### config.mk
export PLATFORM = sky130hd
export DESIGN_NAME = msg_decode_ctrl
export DESIGN_NICKNAME = d
export VERILOG_FILES = /design/src/rtl/kyber_pkg.sv /design/src/rtl/msg_coeff_unpack.sv /design/src/rtl/msg_decode_ctrl.sv
export SDC_FILE = /design/constraint.sdc
export NUM_CORES = 1
export LEC_CHECK = 0
export CAP_MARGIN = 20
export CORE_ASPECT_RATIO = 0.6
export CORE_UTILIZATION = 36
export CTS_CLUSTER_SIZE = 40
export DETAILED_ROUTE_END_ITERATION = 10
export GPL_TIMING_DRIVEN = 1
export PLACE_DENSITY = 0.5
export SYNTH_ARGS = -nofsm -noshare
export SYNTH_HDL_FRONTEND = slang
export SYNTH_SLANG_ARGS = --single-unit
### constraint.sdc
create_clock -name clk -period 4.2 [get_ports clk]
set_clock_uncertainty 0.15 [all_clocks]
set_input_delay 0.42 -clock clk [delete_from_list [all_inputs] [get_ports clk]]
set_output_delay 0.42 -clock clk [all_outputs]
set_load 0.005 [all_outputs]
### src/rtl/kyber_pkg.sv
// Shared Kyber constants and types for the message-decode slice.
// Holds ring parameters, the Decompress_1 "one" coefficient, the RAM word
// geometry used by msg_decode_ctrl and the sequencer state encoding.
package kyber_pkg;

  localparam int unsigned KYBER_N       = 256;
  localparam int unsigned KYBER_Q       = 3329;
  localparam int unsigned KYBER_R_WIDTH = 12;

  // round(q/2): the coefficient a set message bit decompresses to
  localparam logic [KYBER_R_WIDTH-1:0] KYBER_MSG_ONE = 12'd1665;

  localparam int unsigned MSG_CPW    = 4;                    // coefficients per RAM word
  localparam int unsigned MSG_BYTE_W = 8;
  localparam int unsigned MSG_BYTES  = KYBER_N / MSG_BYTE_W; // 32
  localparam int unsigned MSG_WORDS  = KYBER_N / MSG_CPW;    // 64
  localparam int unsigned MSG_ADDR_W = $clog2(MSG_WORDS);    // 6
  localparam int unsigned MSG_DATA_W = MSG_CPW * KYBER_R_WIDTH;

  typedef enum logic [1:0] {
    IDLE = 2'd0,
    LOAD = 2'd1,
    EMIT = 2'd2,
    DONE = 2'd3
  } msg_dec_state_t;

endpackage

### src/rtl/msg_coeff_unpack.sv
// Combinational Decompress_1 for one RAM word.
// Ports:
//   bits_i [3:0]  four consecutive message bits, bit j -> coefficient j
//   word_o [47:0] {c3,c2,c1,c0}, cj = bits_i[j] ? KYBER_MSG_ONE : 0
module msg_coeff_unpack
  import kyber_pkg::*;
(
  input  logic [MSG_CPW-1:0]    bits_i,
  output logic [MSG_DATA_W-1:0] word_o
);

  always_comb begin
    word_o = '0;
    for (int unsigned j = 0; j < MSG_CPW; j++) begin
      word_o[KYBER_R_WIDTH*j +: KYBER_R_WIDTH] = bits_i[j] ? KYBER_MSG_ONE : '0;
    end
  end

endmodule

### src/rtl/msg_decode_ctrl.sv
// Kyber message-decode sequencer: collects a 32-byte message from a byte
// stream, expands each bit to 0/1665 and writes the polynomial to poly RAM
// four coefficients per word, then pulses done.
// Ports:
//   clk, rst          clock, synchronous active-high reset
//   start, abort      begin a decode (IDLE only) / drop back to IDLE
//   busy, done        activity flag, one-cycle completion pulse
//   in_byte/in_valid/in_ready   message byte stream (LSB = lowest bit index)
//   wr_en/wr_addr/wr_data/wr_ready  poly RAM write port
module msg_decode_ctrl
  import kyber_pkg::*;
(
  input  logic                  clk,
  input  logic                  rst,
  input  logic                  start,
  input  logic                  abort,
  output logic                  busy,
  output logic                  done,
  input  logic [MSG_BYTE_W-1:0] in_byte,
  input  logic                  in_valid,
  output logic                  in_ready,
  output logic                  wr_en,
  output logic [MSG_ADDR_W-1:0] wr_addr,
  output logic [MSG_DATA_W-1:0] wr_data,
  input  logic                  wr_ready
);

  localparam int unsigned BCNT_W = $clog2(MSG_BYTES);

  msg_dec_state_t        state_q;
  logic [BCNT_W-1:0]     byte_cnt_q;
  logic [MSG_ADDR_W-1:0] word_cnt_q;
  logic [KYBER_N-1:0]    msg_q;
  logic [MSG_DATA_W-1:0] unpacked;

  always_ff @(posedge clk) begin
    if (rst) begin
      state_q    <= IDLE;
      byte_cnt_q <= '0;
      word_cnt_q <= '0;
      msg_q      <= '0;
    end else begin
      case (state_q)
        IDLE: begin
          if (start) begin
            state_q    <= LOAD;
            byte_cnt_q <= '0;
            word_cnt_q <= '0;
          end
        end
        LOAD: begin
          if (abort) begin
            state_q <= IDLE;
          end else if (in_valid) begin
            msg_q[{byte_cnt_q, 3'b000} +: MSG_BYTE_W] <= in_byte;
            // hold the count at its last value so it never exceeds 31
            if (byte_cnt_q == BCNT_W'(MSG_BYTES - 1)) begin
              state_q <= EMIT;
            end else begin
              byte_cnt_q <= byte_cnt_q + 1'b1;
            end
          end
        end
        EMIT: begin
          if (abort) begin
            state_q <= IDLE;
          end else if (wr_ready) begin
            if (word_cnt_q == MSG_ADDR_W'(MSG_WORDS - 1)) begin
              state_q <= DONE;
            end else begin
              word_cnt_q <= word_cnt_q + 1'b1;
            end
          end
        end
        DONE:    state_q <= IDLE;
        default: state_q <= IDLE;
      endcase
    end
  end

  msg_coeff_unpack u_unpack (
    .bits_i (msg_q[{word_cnt_q, 2'b00} +: MSG_CPW]),
    .word_o (unpacked)
  );

  // All handshake/status outputs are decoded straight from the state register.
  assign busy     = (state_q != IDLE);
  assign done     = (state_q == DONE);
  assign in_ready = (state_q == LOAD);
  assign wr_en    = (state_q == EMIT);
  assign wr_addr  = (state_q == EMIT) ? word_cnt_q : '0;
  assign wr_data  = (state_q == EMIT) ? unpacked : '0;

endmodule

==> PnR_summary.wiki <==
{| class="wikitable"
! Metric !! Value
|-
| Run status || complete, no violations
|-
| Area growth syn-to-layout || 12.9%
|-
| Post-synthesis cell count || 1242
|-
| Post-detailed-route DRC marker count || 0
|-
| Top-Level Pins || 72
|-
| Post-layout minimum cycle time || 4020 ps
|-
| Synthesized-area fraction occupied by ao, oa, aoi and oai cells || 4.26%
|-
| Final Cycle Share || 95.8%
|-
| Routed via count || 9396
|-
| Detailed-router iteration count before antenna repair || 5
|-
| R2r setup slk || 800 ps
|-
| Post-route standard cell area excluding fillers || 0.0150 sq mm
|-
| CP startpoint kind || register
|-
| Share of synthesized area spent on multiplexers || 31.8%
|-
| Hold worst-path end || msg_q[237]
|-
| Maximum root-to-sink buffer count || 3
|-
| Max-slew violation total from the final report || 0
|-
| Mean Syn Cell Area || 10.7 sq um
|-
| Overall track demand over capacity in global routing || between 20% and 30%
|-
| Main flop type after synthesis || dfxtp_1
|-
| Overall die width || 250 microns
|-
| Summed negative setup slack over all endpoints || 0 ps
|-
| Insertion delay to the later sink of the worst-skew pair || between 500 and 600 ps
|-
| Overall overflow remaining after global route || 0
|-
| Detailed placement HPWL || 28200 microns
|-
| Class of the most critical setup path || register to output port
|-
| Pin count of the biggest net entering global routing || 101
|-
| FFs w/ async S/R, synth || 0%
|-
| # Max-Cap Violations || 0
|-
| Vertical die dimension || 151 microns
|-
| Post-synthesis instance area || 0.0133 sq mm
|-
| Die Outline Area || ~0.038 sq mm
|-
| H-tree depth || 1
|-
| Leading area contributor after synthesis || dfxtp_1
|-
| Total core area || 0.0363 sq mm
|-
| # clock sinks || roughly 270
|-
| Row count || 54
|-
| Top cell types by occurrence after synthesis || nor2_1, dfxtp_1, mux2i_1, mux4_2, and2_1
|-
| Antenna cell count || 0
|-
| Arrival time at the worst endpoint || 3450 ps
|-
| Clock root cell || clkbuf_16
|-
| Worst-case vdd ir drop || about 0.32 mV
|-
| Buffers added on ports || 39
|-
| Dominant combinational cell family by area after synthesis || multiplexers
|-
| RePlAce Congestion || ~0.82
|-
| Setup-failing EPs final || 0
|-
| Starting DRT DRC Count || 812
|-
| Adder-cell share of the synthesized area || 0.752%
|-
| Via count of the first global-routing pass || 8850
|-
| CTS clock-pin slew for the worst setup and hold paths || 60 ps
|-
| Critical Path End Type || output port
|-
| Distinct cell type count after synthesis || 63
|-
| Top post-synthesis cells by area || dfxtp_1, mux2i_1, mux4_2
|-
| Synth Area in Simple Gates || 16.2%
|-
| Data required time of the critical path || around 3600 ps
|-
| Worst Reg-to-Reg Cells || 7
|-
| Worst hold start || rst
|-
| Final Hold Violating Endpoints || 0
|-
| Number of buffers created by CTS || 26
|-
| Clock tree from TritonCTS || yes
|-
| Global-route wire length before repair || around 60000 microns
|-
| Leakage power summed over all cells || 4.95 nW
|-
| Tightest Pin Transition || approximately 1000 ps
|-
| Yosys reg bits || 269
|-
| Peak fanout along the critical path || 21
|-
| Share of the synthesized area in the top cell type || roughly 40%
|-
| Unrepaired setup endpoints after global routing || false
|-
| Placement-stage cell area || between 0.01 and 0.015 sq mm
|-
| Peak clock frequency supported by timing || roughly 0.25 GHz
|-
| Slew margin rel. || 31.9%
|-
| Layout Nets || 1284
|-
| Endpoint of the most critical register-to-register path || msg_q[33]
|-
| Count of synthesis-stage warnings from yosys || 0
|-
| Startpoint of the lowest-slack register-to-register path || byte_cnt_q[0]
|-
| CTS Hold Bufs || 0
|-
| Xor and xnor fraction of the mapped netlist area || 0.987%
|-
| Worst hold path depth || 2
|-
| Power per cell area || 359 mW/mm^2
|-
| Routed length per placed instance || 23.0 microns
|-
| Initial standard-cell utilization of the core || 36.6%
|-
| Final WL || slightly above 40000 microns
|-
| Sequential-to-total area share from yosys stat || 40.5%
|-
| Antenna violations before repair || 2
|-
| Ratio of cells with drive above 1 in the final layout || 16.0%
|-
| Most frequent cell after synthesis || nor2_1
|-
| Class of the tightest hold or removal check || input port to register
|-
| Count of flip-flops with a built-in enable after synthesis || 0
|-
| Vias per inst || 5.35
|-
| Antenna viol nets, final || 0
|}
## how the worst max path moves through the flow
stage                  start  cells past startpoint     endpoint  slack [ps]
2_1_floorplan  word_cnt_q[0]                      8  wr_data[19]        1320
4_1_cts        word_cnt_q[0]                      6  wr_data[45]           8
3_3_place_gp   word_cnt_q[0]                      6  wr_data[45]         630
5_1_grt        word_cnt_q[1]                      7   wr_data[7]          10
6_report       word_cnt_q[1]                      6  wr_data[45]         180
3_5_place_dp   word_cnt_q[2]                      7   wr_data[9]         570
## cells in the final DEF, fill, tap and decap left out, drive strengths merged, types with 25 or more instances in the layout
cell type | Yosys | final
nor2 | 277 | 277
dfxtp | 269 | 269
mux2i | 267 | 267
mux4 | 68 | 68
and2 | 54 | 54
buf | 74 | 40
clkdlybuf4s50 | 0 | 38
clkbuf | 44 | 35
conb | 1 | 32
nor3 | 25 | 25
## per-layer routing
layer	wire length, microns	up-vias	track usage (%)
met2	15600	293	29.2
met3	2580	47	3.47
met1	21600	4717	35.0
met4	623	0	3.80
met5	0	-	0
li1	-	4339	-
## cell type report
class / instances / area [sq um]
Clock buffer: 34 / 762
Clock inverter: 12 / 180
Inverter: 9 / 33.8
Tap cell: 476 / 596
Multi-Input combinational cell: 877 / 7320
Fill cell: 3509 / 21300
Sequential cell: 269 / 5400
Timing Repair Buffer: 79 / 732
## cells by family after synthesis
| logic type | after synthesis |
|---|---|
| flops | 269 |
| xor+xnor | 12 |
| mux | 338 |
| simple gates | 423 |
| buf+inv | 127 |
| compound gates | 64 |
| other cells | 1 |
| fa+ha+maj | 8 |
## where the power goes
part	internal (W)	leakage [nW]	switching, W
logic	0.0000630	2.32	0.000153
registers	0.00255	2.17	0.0000130
clock network	0.00153	0.461	0.00109
## worst max-delay path: stages, from the launching register on
cell and delay, ps:
dfxtp_4 610, buf_4 300, mux4_2 540, mux4_2 500, a31oi_1 180, a22oi_1 210, clkdlybuf4s50_1 520
## sequential cells by signal (all words and copies together), names as in the netlist
register and cells:
word_cnt_q 6, state_q 2, byte_cnt_q 5, msg_q 256
## metrics by stage
step	cells	power [W]	utilization [%]	worst slack [ps]	hold slack, ps
after CTS	1755	0.00544	41.3	7.75	321
after floorplan	1273	0.00279	-	1320	292
after global routing	1756	0.00556	41.3	14.8	330
after global placement	1709	0.00284	38.7	635	307
after detailed placement	1709	0.00284	38.7	572	311
final	1756	0.00540	41.3	177	316
## timing repair
action                                  4_1_cts  5_1_grt
gates cloned                                  0        0
endpoints found under the setup margin        8       12
gates resized for setup                       1        0
buffers inserted                              0        1
(Power assumes the default switching activity.)
